[config.mk]
export PLATFORM = sky130hd
export DESIGN_NAME = ifetch_unit
export DESIGN_NICKNAME = d
export VERILOG_FILES = /design/src/rtl/ifetch_unit.sv
export SDC_FILE = /design/constraint.sdc
export NUM_CORES = 1
export LEC_CHECK = 0
export CAP_MARGIN = 20
export CORE_MARGIN = 2
export CORE_UTILIZATION = 55
export CTS_BUF_LIST = sky130_fd_sc_hd__clkbuf_4 sky130_fd_sc_hd__clkbuf_8
export CTS_CLUSTER_DIAMETER = 30
export DETAILED_ROUTE_END_ITERATION = 8
export DONT_BUFFER_PORTS = 1
export PLACE_DENSITY = 0.8
export SETUP_SLACK_MARGIN = 0.4
export SYNTH_ARGS = -nofsm -noshare
export SYNTH_HDL_FRONTEND = slang
export SYNTH_SLANG_ARGS = --single-unit
[constraint.sdc]
create_clock -name clk -period 5.6 [get_ports clk]
set_input_delay 0.56 -clock clk [delete_from_list [all_inputs] [get_ports clk]]
set_output_delay 0.56 -clock clk [all_outputs]
set_load 0.02 [all_outputs]
[src/rtl/ifetch_unit.sv]
`timescale 1ns/1ps
// ifetch_unit: RV32I fetch stage driving the icache CPU port, buffering words in a 2-entry FIFO.
// Define IF_PERF_EN to build the saturating fetch/miss performance counters.
module ifetch_unit #(
  parameter int                ADDR_W   = 16,
  parameter logic [ADDR_W-1:0] RESET_PC = '0
) (
  input  logic              clk,
  input  logic              rst,
  output logic [ADDR_W-1:0] ic_address,
  output logic              ic_rd,
  output logic [3:0]        ic_wr,
  output logic [31:0]       ic_data_in,
  input  logic [31:0]       ic_data,
  input  logic              ic_hit_miss,
  input  logic              ic_data_ready,
  input  logic              redirect_valid,
  input  logic [ADDR_W-1:0] redirect_pc,
  output logic              inst_valid,
  input  logic              inst_ready,
  output logic [31:0]       inst,
  output logic [ADDR_W-1:0] inst_pc,
  output logic [31:0]       perf_fetch_cnt,
  output logic [31:0]       perf_miss_cnt,
  output logic [1:0]        dbg_state
);

  typedef enum logic [1:0] {GAP = 2'd0, REQ = 2'd1, DRAIN = 2'd2, HOLD = 2'd3} state_e;

  localparam logic [ADDR_W-1:0] PC_INIT = {RESET_PC[ADDR_W-1:2], 2'b00};

  state_e            state_q, state_d;
  logic [ADDR_W-1:0] pc_q, pc_d;
  logic [ADDR_W-1:0] addr_q, addr_d;
  logic              rd_q, rd_d;
  logic [31:0]       fifo_data_q [2];
  logic [31:0]       fifo_data_d [2];
  logic [ADDR_W-1:0] fifo_pc_q [2];
  logic [ADDR_W-1:0] fifo_pc_d [2];
  logic              wr_ptr_q, wr_ptr_d, rd_ptr_q, rd_ptr_d;
  logic [1:0]        count_q, count_d;
  logic              push, pop;
  logic [ADDR_W-1:0] target_pc;
  logic [1:0]        unused_redirect_lo;

  assign unused_redirect_lo = redirect_pc[1:0];
  assign target_pc          = {redirect_pc[ADDR_W-1:2], 2'b00};

  // Decode handshake: the head word transfers when inst_valid & inst_ready are both
  // high at a rising edge; a redirect in that cycle flushes instead of transferring.
  assign inst_valid = (count_q != 2'd0);
  assign inst       = fifo_data_q[rd_ptr_q];
  assign inst_pc    = fifo_pc_q[rd_ptr_q];
  assign pop        = inst_valid && inst_ready && !redirect_valid;

  assign ic_address = addr_q;
  assign ic_rd      = rd_q;
  assign ic_wr      = 4'b0000;
  assign ic_data_in = 32'h0;
  assign dbg_state  = state_q;

  always_comb begin
    state_d = state_q;
    pc_d    = pc_q;
    push    = 1'b0;
    case (state_q)
      GAP: begin
        if (redirect_valid)       state_d = GAP;
        else if (count_q <= 2'd1) state_d = REQ;
        else                      state_d = HOLD;
      end
      HOLD: begin
        if (redirect_valid || count_q < 2'd2) state_d = GAP;
      end
      REQ: begin
        if (redirect_valid) begin
          state_d = ic_data_ready ? GAP : DRAIN;
        end else if (ic_data_ready) begin
          push    = 1'b1;
          pc_d    = pc_q + ADDR_W'(4);
          state_d = GAP;
        end
      end
      DRAIN: begin
        // The stale response is consumed and discarded; pc already holds the target.
        if (ic_data_ready) state_d = GAP;
      end
      default: state_d = GAP;
    endcase
    if (redirect_valid) pc_d = target_pc;

    rd_d   = (state_d == REQ) || (state_d == DRAIN);
    addr_d = (state_d == DRAIN) ? addr_q : pc_d;
  end

  always_comb begin
    fifo_data_d = fifo_data_q;
    fifo_pc_d   = fifo_pc_q;
    wr_ptr_d    = wr_ptr_q;
    rd_ptr_d    = rd_ptr_q;
    count_d     = count_q;
    if (redirect_valid) begin
      wr_ptr_d = 1'b0;
      rd_ptr_d = 1'b0;
      count_d  = 2'd0;
    end else begin
      if (push) begin
        fifo_data_d[wr_ptr_q] = ic_data;
        fifo_pc_d[wr_ptr_q]   = pc_q;
        wr_ptr_d              = ~wr_ptr_q;
      end
      if (pop) rd_ptr_d = ~rd_ptr_q;
      count_d = count_q + 2'(push) - 2'(pop);
    end
  end

  always_ff @(posedge clk) begin
    if (rst) begin
      state_q  <= GAP;
      pc_q     <= PC_INIT;
      addr_q   <= PC_INIT;
      rd_q     <= 1'b0;
      wr_ptr_q <= 1'b0;
      rd_ptr_q <= 1'b0;
      count_q  <= 2'd0;
      for (int i = 0; i < 2; i++) begin
        fifo_data_q[i] <= 32'h0;
        fifo_pc_q[i]   <= '0;
      end
    end else begin
      state_q     <= state_d;
      pc_q        <= pc_d;
      addr_q      <= addr_d;
      rd_q        <= rd_d;
      wr_ptr_q    <= wr_ptr_d;
      rd_ptr_q    <= rd_ptr_d;
      count_q     <= count_d;
      fifo_data_q <= fifo_data_d;
      fifo_pc_q   <= fifo_pc_d;
    end
  end

`ifdef IF_PERF_EN
  logic [31:0] fetch_cnt_q, fetch_cnt_d, miss_cnt_q, miss_cnt_d;

  // Both counters stick at all-ones instead of wrapping.
  always_comb begin
    fetch_cnt_d = fetch_cnt_q;
    miss_cnt_d  = miss_cnt_q;
    if (push && fetch_cnt_q != 32'hFFFF_FFFF) fetch_cnt_d = fetch_cnt_q + 32'd1;
    if (push && !ic_hit_miss && miss_cnt_q != 32'hFFFF_FFFF) miss_cnt_d = miss_cnt_q + 32'd1;
  end

  always_ff @(posedge clk) begin
    if (rst) begin
      fetch_cnt_q <= 32'h0;
      miss_cnt_q  <= 32'h0;
    end else begin
      fetch_cnt_q <= fetch_cnt_d;
      miss_cnt_q  <= miss_cnt_d;
    end
  end

  assign perf_fetch_cnt = fetch_cnt_q;
  assign perf_miss_cnt  = miss_cnt_q;
`else
  logic unused_hit_miss;
  assign unused_hit_miss = ic_hit_miss;
  assign perf_fetch_cnt  = 32'h0;
  assign perf_miss_cnt   = 32'h0;
`endif

endmodule

**After elaboration in Yosys (flattened, before gate mapping)**

Cells that the tools add are included.

- Add/subtract/negate cells: 3
- Magnitude comparators: 5
- Equality and inequality tests: 5
- Mux-type cells: 25
- Bitwise logic cells: 5
- Reduce and logical (&&, ||, !) cells: 10

Operators with widths:

| operator | count |
|---|---|
| $mux 32 | 4 |
| $mux 16 | 7 |
| $bwmux 64 | 1 |
| $bwmux 32 | 1 |
| $demux 32 s1 | 1 |
| $add 16x3->16 const B | 1 |
| $demux 16 s1 | 1 |
| $mux 2 | 6 |
| $pmux 2 s4 | 1 |
| $eq 2x2->1 const B | 3 |
| $eq 2x1->1 const B | 2 |
| $ge 2x2->1 const B | 2 |
| $not 1->2 | 2 |
| $logic_and 1x1->1 | 3 |
| $mux 1 | 3 |
| $not 1->1 | 3 |
| $add 2x1->2 | 1 |
| $le 2x1->1 const B | 1 |
| $logic_not 2->1 | 1 |
| $logic_or 1x1->1 | 2 |
| $lt 2x1->1 const B | 1 |
| $lt 2x2->1 const B | 1 |
| $reduce_and 2->1 | 1 |
| $reduce_bool 2->1 | 1 |
| other kinds (3) | 3 |

- Register bits: 135
- Bits of input ports: 54
- Output and inout bits: 168
- Word-level logic and storage cells: 64

**Longest topological paths before layout**

- Depth in word-level cells: 6
- Mapped depth: 11
- Depth with buffers taken out: 9

**Worst setup path before layout**

Ideal clock, no wire load.

- Path type: in2reg
- From: in redirect_valid
- To: reg addr_q[12], in the netlist ic_address[12]
- Data arrival time: 2409 ps
- Data required time: 5525 ps
- Slack: 3116 ps
- Stages on the path: 10
- Cell sequence: clkbuf_1 -> buf_2 -> clkinv_1 -> clkbuf_1 -> o21ai_0 -> ha_1 -> clkbuf_1 -> clkbuf_1 -> nand2_1 -> o22ai_1

- Cells in the longest elaborated chain, start to end: 4
- Elaborated cells between the ends (all ways): 7
- Classes of those cells: 1 x eq/ne; 5 x mux; 1 x reduce/logical

RTL lines:

| what | RTL line | source |
|---|---|---|
| from (decl) | 17 | `input logic redirect_valid,` |
| $logic_or 1x1->1 | 73 | `if (redirect_valid \|\| count_q < 2'd2) state_d = GAP;` |
| $mux 2 | 73 |  |
| $pmux 2 s4 | 66 | `case (state_q)` |
| $eq 2x2->1 | 93 | `addr_d = (state_d == DRAIN) ? addr_q : pc_d;` |
| to (signal assigned) | 133 | `addr_q <= addr_d;` |
| to (decl) | 34 | `logic [ADDR_W-1:0] addr_q, addr_d;` |

Parallel ways exist; a longest one is shown, timed or not.
A chain may end at the register's enable or synchronous reset.

**Final worst setup path**

- From: reg state_q[0], in the netlist dbg_state[0]
- To: reg addr_q[13], in the netlist ic_address[13]

- Cells in the longest elaborated chain, start to end: 4
- Elaborated cells between the ends (all ways): 11
- Classes of those cells: 4 x eq/ne; 6 x mux; 1 x reduce/logical

RTL lines:

| what | RTL line | source |
|---|---|---|
| from (decl) | 32 | `state_e state_q, state_d;` |
| from (signal assigned) | 131 | `state_q <= state_d;` |
| $mux 2 | 78, 86 |  |
| $mux 2 | 76 | `if (redirect_valid) begin` |
| $pmux 2 s4 | 66 |  |
| $eq 2x2->1 | 93 |  |

Parallel ways exist; a longest one is shown, timed or not.

==> results.md <==
- Async S/R FF share, synth: 0
- Slowest cell on the critical path: ha_1
- N_diodes: 0
- Fin util: 0.568
- Antenna violations before repair: 0
- Sum Neg Setup Slack: 0 ns
- Max IR drop VDD: 0.240 mV
- Vias per inst: 5.19
- Vias in the first global route: 4400
- Hold Buf Count CTS: 0
- Clock Skew: 0.0107 ns
- Detailed Route WL: 13.5 mm
- Crit path cell chain: a21oi_1 > o21ai_0 > ha_1 > inv_1 > nand2_1 > o22ai_1 > a211oi_1
- Clock Pin Slew Worst Setup and Hold Paths: 0.08 ns
- Max Freq: 0.380 GHz
- Die area: 12600 um^2
- CTS buffer count: 17
- First-pass GRT wire length: 21.6 mm
- Core area: 11500 um^2
- Crit path max-delay family: compound AO/OA/AOI/OAI gates
- Clk root buf: clkbuf_8
- Syn. warnings: 0
- Area contributors post-synth: dfxtp_1 (42%), nand2_1 (12%), buf_4 (12%)
- 1st-iter DRT viols: 400
- DRC: 0
- Post-synthesis sequential area ratio: 0.418
- GPL Wtd Cong: 0.864
- Post-CTS sizing: 0
- Total number of vias: 4768
- Height of the die: 112 um
- Synth Area in Simple Gates: 0.196
- GRT Total Usage: 0.212
- Setup Viol. Count Final: 0
- Layout cells sized above 1: 0.126
- Yosys cell types: 49
- Worst setup margin: 2.97 ns
- CP Max Fanout: 20
- Final hold slack: 0.187 ns
- Mux cell area share after synthesis: 0.0886
- Critical path data required time: 5.95 ns
- Multi-input logic area: 3170 um^2
- IO Port Bufs: 0
- Clock Latency Late Sink: 0.43 ns
- WP buf/inv: 1
- Final hold vios: 0
- Total power: 1.94 mW
- Total congestion overflow: 0
- Yosys top cell by area: dfxtp_1
- MaxCap Viol Count: 0
- Worst setup SP type: register
- Placement Cell Area: 6090 um^2
- Starting Density: 0.564
- Top-count cell post-synth: nand2_1
- Status: finished, final reports clean
- Inst Count DP: 886
- I/O pin cnt: 222
- Place WS: 2.73 ns
- Worst-case clock buffer depth: 2
- Area Overhead vs Synth: 0.697%
- Nets@finish: 821
- Antenna viol nets, final: 0
- Syn Area/Cell: 8.19 um^2
- Post-CTS Setup Bufs: 0
- WP data arrival: 2.98 ns
- Top_reg_cell synth: dfxtp_1
- Final Non-Filler Cells: 919
- Post-synth EDFFs: 0
- Synthesized area: 6470 um^2
- Worst-margin pin slew: 0.989 ns
- Commonest cells post-synth: nand2_1 (211), dfxtp_1 (135), a21oi_1 (109), buf_4 (101), mux2_2 (50)
- Main combinational cell family by area after synthesis: simple AND/OR/NAND/NOR gates
- Die width: 112 um
- Largest net degree at the start of global routing: 135
- H-tree depth: 4
- Reg area: 2700 um^2
- Fin area: 6510 um^2
- Critical Path Max Stage Delay: 0.69 ns
- Lkg Pwr: 2.46 nW
- Row cnt: 39
- Final Slew Violations: 0
- Synth Area in Compound Gates: 0.124
- Max_slew headroom: 0.341
- CP endpoint kind: register
- Number of iterations in the first detailed-routing pass: 5
- WL/cell: 14.7 um
- Syn Inst Count: 790
- Worst min-delay path class: input port to register
- Synth top area share: 0.418
- Synthesis-stage register bit count: 135
- Tmin final: 2.63 ns
- XOR/XNOR Fraction of Synth Area: 0.0135
- CTS tree: done
- Sink Count: 135
- DP HPWL: 8.56 mm
- RSZ-0062 raised after global routing: false
- Final Cycle Share: 0.470
- FILL cells: 1064
- Critical path class: register to register
- Pwr/cell area: 297 nW/um^2
- Adder-cell share of the synthesized area: 0.00774
[state kept, by name, indices dropped and copies added (netlist names)]
name         cells
count_q          2
pc_q            16
ic_rd            1
dbg_state        2
wr_ptr_q         1
fifo_data_q     64
rd_ptr_q         1
fifo_pc_q       32
ic_address      16
[worst reg2reg max path, stage by stage, from the launching register on]
cell and delay, ns:
dfxtp_1 0.65, a21oi_1 0.13, o21ai_0 0.27, ha_1 0.69, inv_1 0.37, nand2_1 0.16, o22ai_1 0.08, a211oi_1 0.21
[layer usage]
metal | share of wire | track usage | vias up
met5 | 0 | 0 | -
met3 | 0.075 | 0.0772 | 17
met1 | 0.43 | 0.266 | 2201
met2 | 0.48 | 0.338 | 176
met4 | 0.012 | 0.0715 | 0
li1 | - | - | 2374
[cell usage in the layout (no fill, tap or decap), types with 5 or more instances in the layout]
master,instances
nand2_1,211
dfxtp_1,134
a21oi_1,109
conb_1,100
mux2_2,50
clkbuf_8,22
nor2_1,18
nor3_1,11
a211oi_1,10
nand2b_1,9
xor2_1,6
o21ai_0,5
and2_1,5
nor2b_1,5
a31oi_1,5
o22ai_1,5
[kinds of logic (layout without fill, tap and decap cells)]
kind of cell | after synthesis | count (layout)
and+or+nand+nor | 290 | 290
buffers and inverters | 154 | 41
AOI/OAI and AO/OA | 145 | 145
DFF | 135 | 135
muxes | 51 | 51
xor gates and xnor gates | 10 | 10
adders and majority gates | 4 | 4
other | 1 | 100
[power breakdown]
part	leakage, nW	internal [mW]	switching, mW
logic	1.17	0.0311	0.104
registers	1.10	0.982	0.0349
clock network	0.195	0.430	0.354
[path summary, 6_finish.rpt]
kind,from,end,slack (ns),depth (start not counted)
setup / recovery,dbg_state[0]$_SDFF_PP0_,ic_address[13]$_SDFFE_PP0P_,2.97,7
hold / removal,rst,ic_rd$_SDFF_PP0_,0.19,1
setup reg to reg,dbg_state[0]$_SDFF_PP0_,ic_address[13]$_SDFFE_PP0P_,2.97,7
hold reg to reg,fifo_pc_q[31]$_SDFFE_PP0P_,fifo_pc_q[31]$_SDFFE_PP0P_,0.45,2
[cell type report]
| class | instances | share of cell area |
|---|---|---|
| Clock inverter | 6 | 0.00999 |
| Sequential cell | 135 | 0.415 |
| Timing Repair Buffer | 5 | 0.00769 |
| Tap cell | 143 | 0.0275 |
| Multi-Input combinational cell | 600 | 0.486 |
| Inverter | 4 | 0.00231 |
| Clock buffer | 26 | 0.0511 |
Power figures use the tool's default switching activity.
